==> config.mk <==
export PLATFORM = sky130hd
export DESIGN_NAME = cnn_window_mac_seq
export DESIGN_NICKNAME = d
export VERILOG_FILES = /design/src/rtl/cnn_pkg.sv /design/src/rtl/cnn_mac_stage.sv /design/src/rtl/cnn_window_mac_seq.sv
export SDC_FILE = /design/constraint.sdc
export NUM_CORES = 1
export LEC_CHECK = 0
export CELL_PAD_IN_SITES_DETAIL_PLACEMENT = 1
export CELL_PAD_IN_SITES_GLOBAL_PLACEMENT = 2
export CORE_MARGIN = 2
export CORE_UTILIZATION = 42
export CTS_CLUSTER_SIZE = 14
export DETAILED_ROUTE_END_ITERATION = 16
export PLACE_DENSITY = 0.95
export SLEW_MARGIN = 20
export SYNTH_ARGS = -nofsm -noshare
export SYNTH_HDL_FRONTEND = slang
export SYNTH_SLANG_ARGS = --single-unit
==> constraint.sdc <==
create_clock -name clk -period 18.4 [get_ports clk]
set_clock_uncertainty 0.1 [all_clocks]
set_input_delay 3.68 -clock clk [delete_from_list [all_inputs] [get_ports clk]]
set_output_delay 3.68 -clock clk [all_outputs]
set_load 0.005 [all_outputs]
==> src/rtl/cnn_pkg.sv <==
// Shared constants and types for the 7x7 convolution window sequencer.
// Latency: n/a (declarations only).
// Backpressure: n/a.
package cnn_pkg;

  localparam int WIN    = 7;
  localparam int DATA_W = 16;
  localparam int N      = WIN * WIN;
  // Worst case 49 * (-32768)^2 needs 2*DATA_W product bits plus clog2(N) growth.
  localparam int ACC_W  = 2 * DATA_W + $clog2(N);
  localparam int IDX_W  = $clog2(WIN);
  localparam int ADDR_W = $clog2(N);

  typedef enum logic [1:0] {
    IDLE  = 2'd0,
    RUN   = 2'd1,
    DRAIN = 2'd2,
    HOLD  = 2'd3
  } state_t;

endpackage

==> src/rtl/cnn_mac_stage.sv <==
// Registered signed multiply followed by a clearable, enabled accumulator.
// Latency: operands presented in cycle k land in acc at the end of cycle k+1.
// Backpressure: none; every in_valid cycle is consumed.
// Ports: clk, rst (sync, active-high), a/b operands, in_valid, clr (zero acc), acc result.
module cnn_mac_stage
  import cnn_pkg::*;
(
  input  logic                     clk,
  input  logic                     rst,
  input  logic signed [DATA_W-1:0] a,
  input  logic signed [DATA_W-1:0] b,
  input  logic                     in_valid,
  input  logic                     clr,
  output logic signed [ACC_W-1:0]  acc
);

  logic signed [2*DATA_W-1:0] p_dat;
  logic                       p_valid;

  always_ff @(posedge clk) begin
    if (rst) begin
      p_dat   <= '0;
      p_valid <= 1'b0;
      acc     <= '0;
    end else begin
      p_valid <= in_valid;
      if (in_valid) begin
        p_dat <= a * b;
      end
      // Clear wins over accumulate so a new pass always starts from zero.
      if (clr) begin
        acc <= '0;
      end else if (p_valid) begin
        acc <= acc + {{(ACC_W-2*DATA_W){p_dat[2*DATA_W-1]}}, p_dat};
      end
    end
  end

endmodule

==> src/rtl/cnn_window_mac_seq.sv <==
// Walks a 7x7 window row-major, fetches matching weights and returns their dot product.
// Latency: start accepted in c0 -> out_valid first high in c0+N+2.
// Backpressure: result held in HOLD with out_valid high until out_ready; start ignored while busy.
// Ports: clk, rst, start, busy; sel_x/sel_y/sel_data to the element selector;
//        weight_addr/weight_data to the kernel store; out_valid/out_ready/out_data result handshake.
module cnn_window_mac_seq
  import cnn_pkg::*;
(
  input  logic                     clk,
  input  logic                     rst,
  input  logic                     start,
  output logic                     busy,
  output logic [IDX_W-1:0]         sel_x,
  output logic [IDX_W-1:0]         sel_y,
  input  logic signed [DATA_W-1:0] sel_data,
  output logic [ADDR_W-1:0]        weight_addr,
  input  logic signed [DATA_W-1:0] weight_data,
  output logic                     out_valid,
  input  logic                     out_ready,
  output logic signed [ACC_W-1:0]  out_data
);

  state_t state;
  logic   acc_clr;
  logic   mac_vld;

  assign acc_clr = (state == IDLE) && start;
  assign mac_vld = (state == RUN);

  always_ff @(posedge clk) begin
    if (rst) begin
      state       <= IDLE;
      busy        <= 1'b0;
      out_valid   <= 1'b0;
      sel_x       <= '0;
      sel_y       <= '0;
      weight_addr <= '0;
    end else begin
      case (state)
        IDLE: begin
          if (start) begin
            state       <= RUN;
            busy        <= 1'b1;
            sel_x       <= '0;
            sel_y       <= '0;
            weight_addr <= '0;
          end
        end
        RUN: begin
          // Indices stop on the last element and hold there until the next pass.
          if (weight_addr == ADDR_W'(N-1)) begin
            state <= DRAIN;
          end else begin
            weight_addr <= weight_addr + ADDR_W'(1);
            if (sel_y == IDX_W'(WIN-1)) begin
              sel_y <= '0;
              sel_x <= sel_x + IDX_W'(1);
            end else begin
              sel_y <= sel_y + IDX_W'(1);
            end
          end
        end
        DRAIN: begin
          state     <= HOLD;
          out_valid <= 1'b1;
        end
        HOLD: begin
          if (out_ready) begin
            state     <= IDLE;
            out_valid <= 1'b0;
            busy      <= 1'b0;
          end
        end
        default: state <= IDLE;
      endcase
    end
  end

  // The accumulator only changes during RUN/DRAIN, so it is stable through HOLD.
  cnn_mac_stage u_mac (
    .clk      (clk),
    .rst      (rst),
    .a        (sel_data),
    .b        (weight_data),
    .in_valid (mac_vld),
    .clr      (acc_clr),
    .acc      (out_data)
  );

endmodule

* Word level (Yosys, flattened, before mapping) *
Index checks and enable logic that the tools add are counted.

storage, ports and cells
  flip-flop bits (word level) = 87
  input bits = 36
  output and inout bits = 52

operators by class
  add/sub/neg operators = 4
  multipliers = 1
  equality and inequality tests = 10
  mux-type cells = 18
  reduce and logical (&&, ||, !) cells = 11

operators by type and width
  cell                                           number
  adder 38 bit                                   1
  multiplier 16 x 16 -> 32 bit                   1
  2-to-1 mux 3 bit                               5
  2-to-1 mux 6 bit                               2
  one-hot mux 3 bit (2 select lines)             2
  one-hot mux 6 bit (2 select lines)             1
  inequality test 2 bit, second input constant   5
  AND reduction 3 bit                            3
  one-hot mux 2 bit (4 select lines)             1
  adder 3 x 1 -> 3 bit, second input constant    2
  adder 6 x 1 -> 6 bit, second input constant    1
  == test 6 bit, second input constant           1
  2-to-1 mux 2 bit                               3
  nonzero test 2 bit                             3
  == test 2 bit, second input constant           2
  one-hot mux 1 bit (2 select lines)             2
  AND reduction 4 bit                            1
  == test 3 bit, second input constant           1
  == test 2 x 1 -> 1 bit, second input constant  1
  logical NOT 2 bit                              1
  2-to-1 mux 1 bit                               2
  AND reduction 2 bit                            1
  OR reduction 2 bit                             1
  logical AND 1 bit                              1

* Logic depth before layout (Yosys ltp) *
Gate-level depths: netlist (run 1).

  depth after elaboration = 4
  gate-level depth with buffers = 24
  gate-level depth less buffers = 23

* Modules after synthesis *
Synthesis (run 1) repeated with hierarchy kept, for this count alone.

unflattened totals
  cells, all modules = 1711
  area, all modules = 15295.9 sq um

modules (own cells, without submodules)
  module              times used  cells each  area each (sq um)  sequential area each (sq um)
  cnn_mac_stage       1           1601        14362.5            1421.4
  cnn_window_mac_seq  1           110         933.4              320.3

* Least setup slack after synthesis (run 1) *
No wires, ideal clock.

  path kind = input -> register
  from = in sel_data[15]
  to = reg u_mac.p_dat[31]
  library setup time = 0.103 ns
  data arrival time = 9.608 ns
  required time = 18.197 ns
  path slack = 8.589 ns
  cell stages on the path = 19
  buffers on the path = 1
  cell sequence = clkbuf_1 nand2_1 fa_1 inv_1 fa_1 inv_1 fa_1 fa_1 inv_1 fa_1 fa_1 ha_1 and3_1 a221oi_1 o221a_2 a21boi_2 a311o_1 o311a_1 a2111oi_2

between the ends
  cells in the longest elaborated chain, start to end = 1

RTL lines
  element                       line                      source
  start, declared               cnn_window_mac_seq.sv:15  input logic signed [DATA_W-1:0] sel_data,
  multiplier 16 x 16 -> 32 bit  cnn_mac_stage.sv:28       p_dat <= a * b;
  end signal, assigned          cnn_mac_stage.sv:28
  end, declared                 cnn_mac_stage.sv:17       logic signed [2*DATA_W-1:0] p_dat;

Every way passes these cells.
A chain may end at the register's enable or synchronous reset.

* Final worst setup path (run 1) *
Same ends and word-level chain as after synthesis.

==> flow_summary.yaml, run 1 <==
global_routing:
  grt_max_degree: 52
  track_usage: 0.227
  grt_pass1_wl_um: 69500
  overflow: 0
  grt_pass1_vias: 13731
  antenna_found_initial: 0
die:
  dieArea_um2: 37600
  boundaryPins: 88
  row_count: 69
  core-area_um2: 35600
  die_x_um: 194
  initial_core_util: 0.426
  die_height_um: 194
job:
  drv_cap: 0
critical_path:
  path_class: "input pin to register"
  crit_arrival_ps: 10790
  cp_max_fo: 16
  worstPathRequired_ps: 18540
  startpoint_type: "input pin"
  critical_path.endpoint_type: "register"
timing:
  finalCriticalPeriod_ps: 10650
  drv_slew: 0
  fin_setup_tns_ps: 0
  tightest_slew_ps: 978
  rsz0062_at_grt: "no"
  fmax_ghz: 0.0939
  relSlewSlack: 0.347
  finalCritPeriodShare: 0.579
  finalHoldViolCount: 0
  setup_viol: 0
routing:
  wl_per_cell_um: 18.3
  drt_first_pass_iters: 5
  first_iter_violations: 519
  ant_nets: 0
  vias: 12063
  wl_um: 41100
  route.detailed.drc: 0
  vias_per_cell: 5.37
clock_network:
  clk_pin_slew_ps: 70
  cts.repair.resized: 0
  cts_setup_buffers: 0
  hold_buffers: 0
  cts_sinks: 87
  clock_latency_ps: 350
  cts_made_buffers: 9
  cts_tree: "yes"
  cts_max_level: 3
  cts_buffer_depth: 2
  cts_root_buf: "clkbuf_16"
cells_and_area:
  final_area_um2: 16700
  final_nets: 2205
  nFillCells: 4210
  diodes: 0
  drive_above_1_share: 0.0185
  final_core_util: 0.469
  synthToLayoutAreaGrowth_pct: 10.1
logic_synthesis:
  synthDistinctLibCells: 69
  synthArstFlopShare: 0
  synth_edf_count: 0
  synthCells: 1738
  synthFlopType: "dfxtp_1"
  syn_nets: 2163
  synth-seq-cells: 87
  yosysTopAreaCell: "fa_1"
  synth_area_per_cell_um2: 8.72
  yosys.area.top_type_share: 0.348
  yosys-top-cells-area: "fa_1 (35%), dfxtp_1 (11%), ha_1 (10%)"
  synth-warning-count: 0
  ys_seq_area_frac: 0.115
  synthesis.area_um2: 15200
placement:
  hpwl_um: 33800
  numPortBuffers: 87
  place_area_um2: 16400
  routabilityCongestion: 0.829
worst_hold_path:
  hp-class: "register to register"
run_status:
  status: "finished clean"
cells in the final DEF (no fill, tap or decap), drive strengths merged, types with 32 or more instances in the layout:
cell	netlist	final
inv	328	329
fa	263	263
nand2	184	184
ha	126	126
and2	120	120
nor2	107	107
dfxtp	87	87
clkdlybuf4s50	0	86
a21oi	68	68
o21ai	47	47
mux2i	32	32
critical path, stage by stage:
cell             delay (ps)
clkdlybuf4s50_1         870
nand2_1                 260
fa_1                    610
inv_1                    90
fa_1                    810
inv_1                   130
fa_1                    440
fa_1                    550
inv_1                    60
fa_1                    510
fa_1                    490
ha_1                    370
and3_1                  220
a221oi_1                330
o221a_2                 250
a21boi_2                 70
a311o_1                 400
o311a_1                 310
a2111oi_2               300
routing by layer:
| metal | vias up | wire length, um | global-route usage |
|---|---|---|---|
| met5 | - | 0 | 0 |
| met4 | 0 | 1330 | 0.0732 |
| met3 | 71 | 949 | 0.0245 |
| met2 | 178 | 22300 | 0.424 |
| met1 | 6206 | 16600 | 0.272 |
| li1 | 5608 | - | - |
synth_stat cells, types with 31 or more instances:
cell and number:
ha_1 126, nor2_1 107, xnor2_1 31, nand2_1 184
dfxtp_1 87, clkbuf_1 53, fa_1 263, and2_1 120
a21oi_1 68, mux2i_1 32, inv_1 328, o21ai_0 43
per-stage QoR:
stage / worst slack (ps) / hold slack [ps] / instances
after floorplan: 8590 / 345 / 1738
after global placement: 7670 / 354 / 2230
after detailed placement: 7390 / 370 / 2230
after CTS: 7700 / 377 / 2246
after global routing: 7360 / 404 / 2246
final: 7750 / 369 / 2246
registers in the layout (all words and copies together), names as in the netlist:
register / cells
u_mac.acc: 38
u_mac.p_valid: 1
weight_addr: 6
out_valid: 1
busy: 1
sel_x: 3
u_mac.p_dat: 32
sel_y: 3
state: 2
worst paths after layout:
kind,startpoint,endpoint,slack [ps],cells past startpoint
setup / recovery,sel_data[15],u_mac.p_dat[31],7750,19
hold / removal,u_mac.acc[37],u_mac.acc[37],370,2
setup reg to reg,u_mac.acc[2],u_mac.acc[37],15060,9
hold reg to reg,u_mac.acc[37],u_mac.acc[37],370,2
logic make-up after synthesis:
family	Yosys count	synth area share
AOI/OAI and AO/OA	264	0.119
buffers and inverters	389	0.0970
muxes	32	0.0211
xor gates and xnor gates	46	0.0266
adders and majority gates	389	0.452
and+or+nand+nor	531	0.170
DFF	87	0.115
layout make-up:
cell class                      instances  area [um2]  share of cell area
Clock buffer                           12         236              0.0142
Sequential cell                        87        1740               0.104
Inverter                              328        1230              0.0738
Multi-Input combinational cell       1262       11900               0.716
Timing Repair Buffer                   92         903              0.0541
Tap cell                              461         577              0.0346
Clock inverter                          4        55.1             0.00330
Power of run 1 is left out: the tool's default activity adds up to more than one toggle a clock period on the data nets, which glitch-free logic cannot reach.
==> inputs of run 2 (changes only) <==
Settings changed: CORE_UTILIZATION 42 to 35, PLACE_DENSITY 0.95 to 0.88.
Clock period 18.4 ns to 9.1 ns, I/O delays scaled along.
==> flow_summary.yaml, run 2 (same netlist as run 1, synthesis figures left out) <==
global_routing:
  grt_pass1_vias: 13633
  grt_max_degree: 52
  overflow: 0
  antenna_found_initial: 0
  grt_pass1_wl_um: 68500
  track_usage: 0.191
critical_path:
  startpoint_type: "input pin"
  cp_max_fo: 16
  crit_arrival_ps: 8490
  path_class: "input pin to register"
  critical_path.endpoint_type: "register"
  worstPathRequired_ps: 9250
  rr_worst_depth: 9
die:
  initial_core_util: 0.353
  die_x_um: 212
  boundaryPins: 88
  dieArea_um2: 45000
  die_height_um: 212
  row_count: 76
  core-area_um2: 42900
run_status:
  status: "finished clean"
routing:
  vias: 12078
  drt_first_pass_iters: 5
  first_iter_violations: 421
  wl_per_cell_um: 17.3
  wl_um: 41300
  vias_per_cell: 5.06
  ant_nets: 0
  route.detailed.drc: 0
timing:
  finalCriticalPeriod_ps: 8340
  rsz0062_at_grt: "no"
  tightest_slew_ps: 968
  finalCritPeriodShare: 0.916
  finalHoldViolCount: 0
  hold_ws_ps: 371
  fmax_ghz: 0.120
  setup_viol: 0
  fin_setup_tns_ps: 0
  drv_slew: 0
  relSlewSlack: 0.355
cells_and_area:
  final_common_cell: "inv_1"
  largest_register_ffs: 38
  final_cell_mix: "inv_1 (328), fa_1 (263), nand2_1 (184)"
  synthToLayoutAreaGrowth_pct: 12.0
  top_regs: "u_mac.acc x38, u_mac.p_dat x32, weight_addr x6"
  final_core_util: 0.395
  final_nets: 2222
  drive_above_1_share: 0.0294
  diodes: 0
  top_register: "u_mac.acc"
placement:
  routabilityCongestion: 0.838
  numPortBuffers: 87
  hpwl_um: 34300
clock_network:
  cts_sinks: 87
  cts_root_buf: "clkbuf_16"
  clk_pin_slew_ps: 80
  clock_latency_ps: 360
  cts_setup_buffers: 0
  hold_buffers: 0
  cts_buffer_depth: 2
  cts_tree: "yes"
  cts_max_level: 3
  cts.repair.resized: 0
  cts_made_buffers: 9
worst_hold_path:
  whs_path_depth: 2
  hp-class: "register to register"
job:
  drv_cap: 0
run 2: layer usage:
| layer | GRT usage | share of wire | up-vias |
|---|---|---|---|
| met5 | 0 | 0 | - |
| met4 | 0.0542 | 0.024 | 0 |
| met3 | 0.0176 | 0.021 | 60 |
| met2 | 0.354 | 0.53 | 158 |
| met1 | 0.235 | 0.42 | 6218 |
| li1 | - | - | 5642 |
run 2: critical path: stages:
cell	delay (ps)
clkdlybuf4s50_1	770
and2_1	320
fa_1	650
fa_1	500
buf_4	200
fa_1	470
fa_1	570
fa_1	440
fa_1	490
ha_1	370
and3_1	220
a221oi_1	350
o221a_2	250
a21boi_2	80
a311o_1	410
o311a_1	320
a2111oi_2	280
run 2: stage by stage:
step           area [um2]  cells  setup WS, ps
2_1_floorplan       15200   1738          1150
3_3_place_gp        16700   2371           546
3_5_place_dp        16700   2371           415
4_1_cts             17000   2386           781
5_1_grt             17000   2386           420
6_report            17000   2386           762
run 2: path summary, 6_finish.rpt:
check                                      from               to  slack, ps
worst max-delay path             weight_data[3]  u_mac.p_dat[31]        760
worst min-delay path            u_mac.p_dat[25]  u_mac.p_dat[25]        370
worst max register to register     u_mac.acc[2]    u_mac.acc[37]       5720
worst min register to register  u_mac.p_dat[25]  u_mac.p_dat[25]        370
run 2: cell type report:
class,instances,area [um2]
Inverter,328,1230
Sequential cell,87,1740
Tap cell,585,732
Fill cell,5034,25900
Clock buffer,9,225
Timing Repair Buffer,109,1030
Multi-Input combinational cell,1262,11900
Clock inverter,6,53.8
Power of run 2 is left out for the same reason.
==> inputs of run 3 (changes only) <==
Settings changed: CAP_MARGIN set to 10.
Clock period 9.1 ns to 7.3 ns, I/O delays scaled along.
==> flow_summary.yaml, run 3 (same netlist as run 1, synthesis figures left out) <==
timing:
  drv_slew: 0
  rsz0062_at_grt: "yes"
  tightest_slew_ps: 966
  finalHoldViolCount: 0
  relSlewSlack: 0.356
  finalCriticalPeriod_ps: 7190
  hold_ws_ps: 376
  finalCritPeriodShare: 0.985
  fin_setup_tns_ps: 0
  fmax_ghz: 0.139
  setup_viol: 0
global_routing:
  grt_pass1_vias: 14230
  antenna_found_initial: 1
  overflow: 0
  track_usage: 0.199
  grt_max_degree: 52
  grt_pass1_wl_um: 71500
placement:
  hpwl_um: 36700
  numPortBuffers: 87
  routabilityCongestion: 0.795
die:
  initial_core_util: 0.353
  boundaryPins: 88
  dieArea_um2: 45000
  core-area_um2: 42900
  row_count: 76
  die_x_um: 212
  die_height_um: 212
routing:
  drt_first_pass_iters: 5
  first_iter_violations: 472
  ant_nets: 0
  route.detailed.drc: 0
  wl_um: 45700
  wl_per_cell_um: 18.0
  vias: 12881
  vias_per_cell: 5.08
critical_path:
  rr_worst_depth: 9
  cp_max_fo: 5
  cp_slowest_stage_delay_ps: 620
  worstPathRequired_ps: 7450
  r2r-start: "u_mac.acc[3]"
  timing.critical_path.to: "u_mac.p_dat[31]"
  crit_arrival_ps: 7340
  critical_path.endpoint_type: "register"
  cp_cell_sequence: "dlygate4sd2_1, nand2_1, inv_1, fa_2, fa_2, inv_1, fa_1, fa_1, inv_1, fa_1, fa_2, ha_4, and3_4, a221oi_4, o221a_2, a21boi_2, a311o_1, o311a_1, a2111oi_2"
  r2r_slack_ps: 4010
  path_class: "input pin to register"
  setup.worst_path.start: "weight_data[2]"
  timing.rr.end: "u_mac.acc[37]"
  startpoint_type: "input pin"
  cpMaxStageDelayCell: "fa_2"
cells_and_area:
  drive_above_1_share: 0.131
  final_common_cell: "inv_1"
  top_register: "u_mac.acc"
  largest_register_ffs: 38
  synthToLayoutAreaGrowth_pct: 23.1
  final_core_util: 0.435
  diodes: 0
  final_nets: 2373
  top_regs: "u_mac.acc x38, u_mac.p_dat x32, weight_addr x6"
  final_cell_mix: "inv_1 (326), fa_1 (250), nand2_1 (182)"
clock_network:
  clk_pin_slew_ps: 70
  cts_root_buf: "clkbuf_16"
  cts_max_level: 3
  cts_tree: "yes"
  cts_sinks: 87
  cts_buffer_depth: 2
  cts_made_buffers: 9
  clock_latency_ps: 360
  hold_buffers: 0
run_status:
  status: "finished clean"
job:
  drv_cap: 0
worst_hold_path:
  hp-class: "register to register"
-- run 3: cell count changes in the layout (fill, tap and decap cells not counted), sizes merged --
| cell | before | now |
|---|---|---|
| buf | 23 | 169 |
| bufinv | 0 | 1 |
| clkbuf | 9 | 17 |
| clkdlybuf4s50 | 86 | 59 |
| clkinv | 2 | 3 |
| clkinvlp | 1 | 2 |
| dlygate4sd2 | 0 | 4 |
| dlymetal6s2s | 0 | 20 |
| inv | 331 | 329 |
-- run 3: worst min path at each step --
stage | startpoint | to | slack (ps) | depth (start not counted)
finish | u_mac.acc[37] | u_mac.acc[37] | 380 | 2
floorplan | u_mac.p_dat[25] | u_mac.p_dat[25] | 340 | 2
global route | u_mac.acc[37] | u_mac.acc[37] | 400 | 2
global placement | u_mac.acc[37] | u_mac.acc[37] | 360 | 2
detailed placement | u_mac.p_dat[25] | u_mac.p_dat[25] | 370 | 2
CTS | u_mac.p_dat[25] | u_mac.p_dat[25] | 380 | 2
-- run 3: metrics by stage --
| step | setup WS, ps | instances | area, um2 |
|---|---|---|---|
| after floorplan | 10.5 | 1738 | 15200 |
| after global placement | -481 | 2498 | 17800 |
| after detailed placement | -663 | 2498 | 17800 |
| after CTS | 15.3 | 2519 | 18200 |
| after global routing | -102 | 2538 | 18700 |
| final | 111 | 2538 | 18700 |
-- run 3: final cells by class --
cell class	count	area, um2
fill	5040	24200
sequential	87	1740
tap	585	732
multi-input combinational	1262	12200
timing repair buffer	260	2440
clock buffer	9	225
clock inverter	7	72.6
inverter	328	1230
-- run 3: critical path, delay by kind of cell --
kind            cells  cell delay (ps)
compound gates      6             1510
fa+ha+maj           7             3440
simple gates        2              330
buf+inv             4              590
-- run 3: metal layers --
layer,GRT usage,vias to the layer above,routed length (um)
li1,-,5943,-
met1,0.234,6574,18100
met2,0.382,267,24600
met3,0.0222,95,1590
met4,0.0510,2,1400
met5,0,-,11
-- run 3: what timing repair did --
| action | 4_1_cts | 5_1_grt |
|---|---|---|
| resized for setup | 26 | 70 |
| pin swaps | 30 | 39 |
| buffers inserted | 5 | 12 |
| cloned | 0 | 7 |
| endpoints found under the setup margin | 8 | 13 |
Power of run 3 is left out for the same reason.
